--- src/rtl/xmpl_dsp_msf_pkg.sv ---
// Shared types and constants for the multi-channel moving-sum filter.
package xmpl_dsp_msf_pkg;

    typedef enum logic [1:0] {
        IDLE = 2'd0,
        UPD  = 2'd1,
        OUT  = 2'd2
    } msf_state_e;

    // Bit positions inside the status word
    localparam int FULL_LSB = 0;
    localparam int CNT_LSB  = 16;
    localparam int CNT_W    = 8;
    localparam int BUSY_BIT = 31;

    // True when v is a power of two (and non-zero)
    function automatic bit is_pow2(input int v);
        return (v > 0) && ((v & (v - 1)) == 0);
    endfunction

endpackage

--- src/rtl/xmpl_dsp_msf_win_ram.sv ---
// Window sample store: one slot per (channel, window position).
// Storage is not reset; slot validity is tracked by the caller's fill counters.
module xmpl_dsp_msf_win_ram #(
    parameter int DEPTH  = 32,
    parameter int ADDR_W = 5,
    parameter int DATA_W = 12
) (
    input  logic              clk,
    input  logic              wr_en,
    input  logic [ADDR_W-1:0] wr_addr,
    input  logic [DATA_W-1:0] wr_data,
    input  logic [ADDR_W-1:0] rd_addr,
    output logic [DATA_W-1:0] rd_data
);

    logic [DATA_W-1:0] mem_r [DEPTH];

    // Write port: store the newest sample over the oldest slot
    always_ff @(posedge clk) begin
        if (wr_en && (32'(wr_addr) < 32'(DEPTH))) begin
            mem_r[wr_addr] <= wr_data;
        end
    end

    // Asynchronous read port, out-of-range addresses read as zero
    always_comb begin
        rd_data = '0;
        if (32'(rd_addr) < 32'(DEPTH)) begin
            rd_data = mem_r[rd_addr];
        end else begin
            rd_data = '0;
        end
    end

endmodule

--- src/rtl/xmpl_dsp_msf_mc.sv ---
// Multi-channel moving-sum filter. Samples arrive tagged with a channel index;
// each accepted sample returns that channel's sum over its last WIN_LEN samples.
// Optional feature macro: XMPL_DSP_MSF_MEAN_EN adds a registered window-mean output.
module xmpl_dsp_msf_mc
    import xmpl_dsp_msf_pkg::*;
#(
    parameter int NUM_CH  = 4,
    parameter int DATA_W  = 12,
    parameter int WIN_LEN = 8,
    parameter int OUT_W   = 32,
    localparam int CH_W   = (NUM_CH > 1) ? $clog2(NUM_CH) : 1
) (
    input  logic              clk_i,
    input  logic              reset_n_i,
    input  logic              xmpl_dsp_msf_en_i,
    input  logic              xmpl_dsp_msf_clr_i,
    input  logic              xmpl_dsp_msf_valid_i,
    output logic              xmpl_dsp_msf_ready_o,
    input  logic [CH_W-1:0]   xmpl_dsp_msf_ch_i,
    input  logic [DATA_W-1:0] xmpl_dsp_msf_data_i,
    output logic              xmpl_dsp_msf_valid_o,
    input  logic              xmpl_dsp_msf_ready_i,
    output logic [CH_W-1:0]   xmpl_dsp_msf_ch_o,
    output logic [OUT_W-1:0]  xmpl_dsp_msf_sum_o,
`ifdef XMPL_DSP_MSF_MEAN_EN
    output logic [DATA_W-1:0] xmpl_dsp_msf_mean_o,
`endif
    output logic [OUT_W-1:0]  xmpl_dsp_msf_status_o
);

    localparam int PTR_W  = $clog2(WIN_LEN);
    localparam int ACC_W  = DATA_W + PTR_W;
    localparam int FILL_W = PTR_W + 1;
    localparam int ADDR_W = CH_W + PTR_W;
    localparam int DEPTH  = NUM_CH * WIN_LEN;

    localparam logic [CH_W:0]    NUM_CH_L = (CH_W + 1)'(NUM_CH);
    localparam logic [FILL_W-1:0] FILL_MAX = FILL_W'(WIN_LEN);
    localparam logic [PTR_W-1:0]  PTR_MAX  = PTR_W'(WIN_LEN - 1);

    // Parameter legality
    if (ACC_W > OUT_W) begin : g_err_acc_w
        $error("xmpl_dsp_msf_mc: ACC_W exceeds OUT_W");
    end
    if ((NUM_CH < 1) || (NUM_CH > 16)) begin : g_err_num_ch
        $error("xmpl_dsp_msf_mc: NUM_CH must be 1..16");
    end
    if (!is_pow2(WIN_LEN) || (WIN_LEN < 2) || (WIN_LEN > 256)) begin : g_err_win_len
        $error("xmpl_dsp_msf_mc: WIN_LEN must be a power of two in 2..256");
    end

    // Control state
    msf_state_e                state_r;
    msf_state_e                state_nxt_s;
    logic                      ready_r;
    logic                      accept_s;
    logic [CH_W-1:0]           cap_ch_r;
    logic signed [DATA_W-1:0]  cap_data_r;

    // Per-channel state
    logic signed [ACC_W-1:0]   acc_r  [NUM_CH];
    logic [PTR_W-1:0]          wptr_r [NUM_CH];
    logic [FILL_W-1:0]         fill_r [NUM_CH];
    logic [CNT_W-1:0]          cnt_r;

    // Update datapath
    logic                      ch_ok_s;
    logic [CH_W-1:0]           ch_idx_s;
    logic [PTR_W-1:0]          wptr_cur_s;
    logic [PTR_W-1:0]          wptr_new_s;
    logic [FILL_W-1:0]         fill_cur_s;
    logic [FILL_W-1:0]         fill_new_s;
    logic                      full_cur_s;
    logic [DATA_W-1:0]         rd_data_s;
    logic signed [DATA_W-1:0]  old_s;
    logic signed [ACC_W-1:0]   acc_new_s;
    logic                      do_upd_s;
    logic [CNT_W-1:0]          cnt_nxt_s;
    logic [NUM_CH-1:0]         full_nxt_s;
    logic [31:0]               status32_s;

    // Registered outputs
    logic                      valid_r;
    logic [CH_W-1:0]           ch_out_r;
    logic [OUT_W-1:0]          sum_r;
    logic [OUT_W-1:0]          status_r;
`ifdef XMPL_DSP_MSF_MEAN_EN
    logic signed [ACC_W-1:0]   mean_full_s;
    logic [DATA_W-1:0]         mean_new_s;
    logic [DATA_W-1:0]         mean_r;
`endif

    // ready_r is only ever set while the next state is IDLE
    assign accept_s = xmpl_dsp_msf_valid_i && ready_r && (state_r == IDLE);

    // Next-state logic; clear forces IDLE
    always_comb begin
        state_nxt_s = state_r;
        if (xmpl_dsp_msf_clr_i) begin
            state_nxt_s = IDLE;
        end else begin
            case (state_r)
                IDLE: begin
                    if (accept_s) begin
                        state_nxt_s = UPD;
                    end else begin
                        state_nxt_s = IDLE;
                    end
                end
                UPD: begin
                    if (ch_ok_s) begin
                        state_nxt_s = OUT;
                    end else begin
                        state_nxt_s = IDLE;
                    end
                end
                OUT: begin
                    if (xmpl_dsp_msf_ready_i) begin
                        state_nxt_s = IDLE;
                    end else begin
                        state_nxt_s = OUT;
                    end
                end
                default: state_nxt_s = IDLE;
            endcase
        end
    end

    // State register, input ready and sample capture
    always_ff @(posedge clk_i or negedge reset_n_i) begin
        if (!reset_n_i) begin
            state_r    <= IDLE;
            ready_r    <= 1'b0;
            cap_ch_r   <= '0;
            cap_data_r <= '0;
        end else if (xmpl_dsp_msf_clr_i) begin
            state_r    <= IDLE;
            ready_r    <= xmpl_dsp_msf_en_i;
            cap_ch_r   <= '0;
            cap_data_r <= '0;
        end else begin
            state_r <= state_nxt_s;
            ready_r <= xmpl_dsp_msf_en_i && (state_nxt_s == IDLE);
            if (accept_s) begin
                cap_ch_r   <= xmpl_dsp_msf_ch_i;
                cap_data_r <= xmpl_dsp_msf_data_i;
            end
        end
    end

    // Window update arithmetic for the captured channel
    always_comb begin
        ch_ok_s    = ({1'b0, cap_ch_r} < NUM_CH_L);
        ch_idx_s   = ch_ok_s ? cap_ch_r : '0;
        wptr_cur_s = wptr_r[ch_idx_s];
        fill_cur_s = fill_r[ch_idx_s];
        full_cur_s = (fill_cur_s == FILL_MAX);
        // The slot about to be overwritten holds the oldest sample once full
        if (full_cur_s) begin
            old_s      = rd_data_s;
            fill_new_s = fill_cur_s;
        end else begin
            old_s      = '0;
            fill_new_s = fill_cur_s + FILL_W'(1);
        end
        if (wptr_cur_s == PTR_MAX) begin
            wptr_new_s = '0;
        end else begin
            wptr_new_s = wptr_cur_s + PTR_W'(1);
        end
        acc_new_s = acc_r[ch_idx_s] + ACC_W'(cap_data_r) - ACC_W'(old_s);
        do_upd_s  = (state_r == UPD) && ch_ok_s && !xmpl_dsp_msf_clr_i;
        if (do_upd_s) begin
            cnt_nxt_s = cnt_r + CNT_W'(1);
        end else begin
            cnt_nxt_s = cnt_r;
        end
    end

    // Status word as it will look after the coming edge
    always_comb begin
        full_nxt_s = '0;
        status32_s = '0;
        for (int c = 0; c < NUM_CH; c++) begin
            full_nxt_s[c] = (fill_r[c] == FILL_MAX) ||
                            (do_upd_s && (ch_idx_s == CH_W'(c)) && (fill_new_s == FILL_MAX));
            status32_s[FULL_LSB + c] = full_nxt_s[c];
        end
        status32_s[CNT_LSB +: CNT_W] = cnt_nxt_s;
        status32_s[BUSY_BIT]         = (state_nxt_s != IDLE);
    end

`ifdef XMPL_DSP_MSF_MEAN_EN
    // Window mean: arithmetic shift rounds toward minus infinity
    always_comb begin
        mean_full_s = acc_new_s >>> PTR_W;
        mean_new_s  = mean_full_s[DATA_W-1:0];
    end
`endif

    // Per-channel accumulators, write pointers, fill levels and sample counter
    always_ff @(posedge clk_i or negedge reset_n_i) begin
        if (!reset_n_i) begin
            for (int c = 0; c < NUM_CH; c++) begin
                acc_r[c]  <= '0;
                wptr_r[c] <= '0;
                fill_r[c] <= '0;
            end
            cnt_r <= '0;
        end else if (xmpl_dsp_msf_clr_i) begin
            for (int c = 0; c < NUM_CH; c++) begin
                acc_r[c]  <= '0;
                wptr_r[c] <= '0;
                fill_r[c] <= '0;
            end
            cnt_r <= '0;
        end else if (do_upd_s) begin
            acc_r[ch_idx_s]  <= acc_new_s;
            wptr_r[ch_idx_s] <= wptr_new_s;
            fill_r[ch_idx_s] <= fill_new_s;
            cnt_r            <= cnt_nxt_s;
        end
    end

    // Result and status registers; result held until the consumer takes it
    always_ff @(posedge clk_i or negedge reset_n_i) begin
        if (!reset_n_i) begin
            valid_r  <= 1'b0;
            ch_out_r <= '0;
            sum_r    <= '0;
            status_r <= '0;
`ifdef XMPL_DSP_MSF_MEAN_EN
            mean_r   <= '0;
`endif
        end else if (xmpl_dsp_msf_clr_i) begin
            valid_r  <= 1'b0;
            ch_out_r <= '0;
            sum_r    <= '0;
            status_r <= '0;
`ifdef XMPL_DSP_MSF_MEAN_EN
            mean_r   <= '0;
`endif
        end else begin
            status_r <= OUT_W'(status32_s);
            if (do_upd_s) begin
                valid_r  <= 1'b1;
                ch_out_r <= cap_ch_r;
                sum_r    <= OUT_W'(acc_new_s);
`ifdef XMPL_DSP_MSF_MEAN_EN
                mean_r   <= mean_new_s;
`endif
            end else if ((state_r == OUT) && xmpl_dsp_msf_ready_i) begin
                valid_r <= 1'b0;
            end
        end
    end

    xmpl_dsp_msf_win_ram #(
        .DEPTH  (DEPTH),
        .ADDR_W (ADDR_W),
        .DATA_W (DATA_W)
    ) u_win_ram (
        .clk     (clk_i),
        .wr_en   (do_upd_s),
        .wr_addr ({ch_idx_s, wptr_cur_s}),
        .wr_data (cap_data_r),
        .rd_addr ({ch_idx_s, wptr_cur_s}),
        .rd_data (rd_data_s)
    );

    assign xmpl_dsp_msf_ready_o  = ready_r;
    assign xmpl_dsp_msf_valid_o  = valid_r;
    assign xmpl_dsp_msf_ch_o     = ch_out_r;
    assign xmpl_dsp_msf_sum_o    = sum_r;
    assign xmpl_dsp_msf_status_o = status_r;
`ifdef XMPL_DSP_MSF_MEAN_EN
    assign xmpl_dsp_msf_mean_o   = mean_r;
`endif

endmodule
--- config.mk ---
export PLATFORM = sky130hd
export DESIGN_NAME = xmpl_dsp_msf_mc
export DESIGN_NICKNAME = d
export VERILOG_FILES = /design/src/rtl/xmpl_dsp_msf_pkg.sv /design/src/rtl/xmpl_dsp_msf_win_ram.sv /design/src/rtl/xmpl_dsp_msf_mc.sv
export SDC_FILE = /design/constraint.sdc
export NUM_CORES = 1
export LEC_CHECK = 0
export ABC_AREA = 1
export BUFFER_PORTS_ARGS = -buffer_cell sky130_fd_sc_hd__buf_2
export CAP_MARGIN = 40
export CORE_AREA = 2 2 220 222
export DETAILED_ROUTE_END_ITERATION = 8
export DIE_AREA = 0 0 222 224
export PLACE_DENSITY = 0.74
export SYNTH_ARGS = -nofsm -noshare
export SYNTH_HDL_FRONTEND = slang
export SYNTH_SLANG_ARGS = --single-unit
--- constraint.sdc ---
create_clock -name clk_i -period 7.9 [get_ports clk_i]
set_clock_uncertainty 0.2 [all_clocks]
set_input_delay 0.395 -clock clk_i [delete_from_list [all_inputs] [get_ports clk_i]]
set_output_delay 0.395 -clock clk_i [all_outputs]
set_load 0.01 [all_outputs]
==> impl_metrics.env <==
export IMPL_run_status="finished clean"
export IMPL_setup_tns_ns=0
export IMPL_vias=17200
export IMPL_slew_headroom=0.373
export IMPL_port_buffers=68
export IMPL_cts_sinks=528
export IMPL_hold_ws_ns=0.157
export IMPL_antenna_found_initial=0
export IMPL_grt_setup_unrepaired="false"
export IMPL_r2r_cells=26
export IMPL_ant_nets=0
export IMPL_cts_resized=0
export IMPL_die_area_sq_um=49700
export IMPL_p_leak_nw=11.1
export IMPL_finalCritPeriodShare=0.782
export IMPL_critPathKind="reg2reg"
export IMPL_yosysUniqueCellTypes=40
export IMPL_synth_cells=2271
export IMPL_die_x_um=222
export IMPL_worstHoldPathType="in2reg"
export IMPL_multiInputGateArea_sq_um=7000
export IMPL_syn_area_sq_um=23400
export IMPL_whs_path_depth=5
export IMPL_clockRootBuffer="clkbuf_16"
export IMPL_tightestPinTransition_ns=0.940
export IMPL_core_sq_um=47300
export IMPL_period_minus_slack_ns=6.18
export IMPL_place_gp_congestion=0.938
export IMPL_ctsHoldBuffers=20
export IMPL_die_y_um=224
export IMPL_crit_required_ns=8.17
export IMPL_setup_viol=0
export IMPL_first_iter_violations=1989
export IMPL_via_per_inst=5.70
export IMPL_routedWlPerCell_um=20.5
export IMPL_critPathLaunchType="register"
export IMPL_grt_pass1_vias=16900
export IMPL_grt_max_degree=106
export IMPL_cts_buffer_depth=3
export IMPL_antenna_cells=0
export IMPL_post_route_util=0.560
export IMPL_grt_overflow=0
export IMPL_htreeDepth=2
export IMPL_first_pass_iters=5
export IMPL_finalHoldViolations=0
export IMPL_drv_slew=0
export IMPL_drc=0
export IMPL_clk_latency_ns=0.63
export IMPL_timing_fmax_mhz=162
export IMPL_rows=80
export IMPL_numCtsBuffers=52
export IMPL_grt_pass1_wl_um=95800
export IMPL_slowest_delay_ns=0.77
export IMPL_start_util=0.495
export IMPL_seq_area_sq_um=15100
export IMPL_grt_usage=0.249
export IMPL_ys_seq_elements=528
export IMPL_drive_gt1_frac=0.0993
export IMPL_avgSynthCellArea_sq_um=10.3
export IMPL_yosys_warnings=0
export IMPL_ys_seq_area_frac=0.646
export IMPL_dp_final_hpwl_um=38500
export IMPL_cpMostUsedCell="nand2_1"
export IMPL_critPathMaxFanout=105
export IMPL_cts_tree="yes"
export IMPL_peakVddDrop_v=0.000175
export IMPL_fillers=3914
export IMPL_area_growth_pct=13.0
export IMPL_cts_reportedPaths_clkPinSlew_ns=0.06
export IMPL_power_density_nw_per_um2=235
export IMPL_drt_total_wl_um=61900
export IMPL_nets=2412
export IMPL_critPathArrivalTime_ns=6.45
export IMPL_worstSetupEndpointType="register"
export IMPL_cts_setup_buffers=0
export IMPL_io_pins=88
export IMPL_max_cap_violations=0
export IMPL_slowest_stage="dfrtp_1"
## registers in the layout, indices dropped and copies added (netlist names)
signal,count
state_r,2
xmpl_dsp_msf_valid_o,1
xmpl_dsp_msf_ready_o,1
cnt_r,8
xmpl_dsp_msf_sum_o,15
wptr_r,12
u_win_ram.mem_r,384
xmpl_dsp_msf_status_o,13
xmpl_dsp_msf_ch_o,2
cap_ch_r,2
acc_r,60
cap_data_r,12
fill_r,16
## where the power goes
group | internal [W] | total [W] | leakage [nW] | switching (W)
sequential | 0.00300 | 0.00302 | 5.51 | 0.0000178
combinational | 0.000204 | 0.000695 | 4.72 | 0.000491
clock | 0.00145 | 0.00251 | 0.846 | 0.00106
## critical path: cells and delay by family, from the launching register on
family | cells | cell delay [ns]
buffers and inverters | 6 | 1.54
and+or+nand+nor | 13 | 1.82
DFF | 1 | 0.77
xor gates and xnor gates | 1 | 0.36
AOI/OAI and AO/OA | 3 | 0.37
adders and majority gates | 3 | 0.85
## synthesized netlist by cell type (all sizes together)
cell type / instances / area [sq um]
a21oi: 30 / 154
nand3: 331 / 1660
fa: 14 / 280
clkbuf: 50 / 188
clkinv: 2 / 7.51
conb: 1 / 3.75
edfxtp: 384 / 11500
a221oi: 13 / 114
nand3b: 39 / 293
o21ai: 88 / 440
a22oi: 1 / 7.51
nor3: 11 / 66.3
o21bai: 3 / 22.5
inv: 160 / 601
dfrtp: 144 / 3600
nor3b: 2 / 15.0
nand4: 6 / 37.5
buf: 97 / 607
nand2: 701 / 2660
and3: 1 / 6.26
o22ai: 44 / 275
or2: 3 / 18.8
ha: 23 / 288
nor2: 106 / 420
a31oi: 1 / 6.26
xor2: 10 / 87.6
a21o: 1 / 7.51
xnor2: 3 / 26.3
a22o: 2 / 17.5
## layout make-up
type	count	area share
sequential	528	0.571
multi-input combinational	1452	0.264
clock buffer	71	0.0546
timing repair buffer	159	0.0475
tap	615	0.0290
inverter	162	0.0230
clock inverter	25	0.0102
## per-stage QoR
stage	std cells	total power [W]	instance area (sq um)	setup slack (ns)
global route	3012	0.00643	26500	1.28
floorplan	2289	0.00353	23500	4.03
finish	3012	0.00622	26500	1.72
global placement	2860	0.00372	24200	1.97
detailed placement	2896	0.00374	24600	1.81
CTS	3012	0.00624	26500	1.78
## logic make-up (layout without fill, tap and decap cells)
group,Yosys count,in the layout,share of synthesized area
compound gates,183,183,0.0446
xor+xnor,13,13,0.00486
fa+ha+maj,37,37,0.0242
buf+inv,309,417,0.0598
flops,528,528,0.646
other cells,1,19,0.000160
simple gates,1200,1200,0.221
## layout by cell type, fill, tap and decap left out, drive strengths merged, types with 23 or more instances in the layout
cell and n:
o21ai 88, inv 162, nand3 331, nand3b 39, dfrtp 144, a21oi 30
clkbuf 71, nor2 106, nand2 701, ha 23, buf 139, edfxtp 384
o22ai 44
## layer usage
metal,share of wire,up-vias,GRT usage
li1,-,7796,-
met1,0.40,8350,0.327
met2,0.47,859,0.404
met3,0.085,161,0.0464
met4,0.044,0,0.118
met5,0,-,0
## worst paths after layout
kind,start,to,slack [ns]
setup reg to reg,cap_ch_r[0],xmpl_dsp_msf_sum_o[10],1.72
max in group asynchronous,reset_n_i,xmpl_dsp_msf_sum_o[3],5.96
hold / removal,xmpl_dsp_msf_valid_i,cap_ch_r[1],0.16
setup / recovery,cap_ch_r[0],xmpl_dsp_msf_sum_o[10],1.72
hold reg to reg,xmpl_dsp_msf_sum_o[2],xmpl_dsp_msf_sum_o[2],0.28
min in group asynchronous,reset_n_i,cap_ch_r[1],0.20
Power figures use the tool's default switching activity.
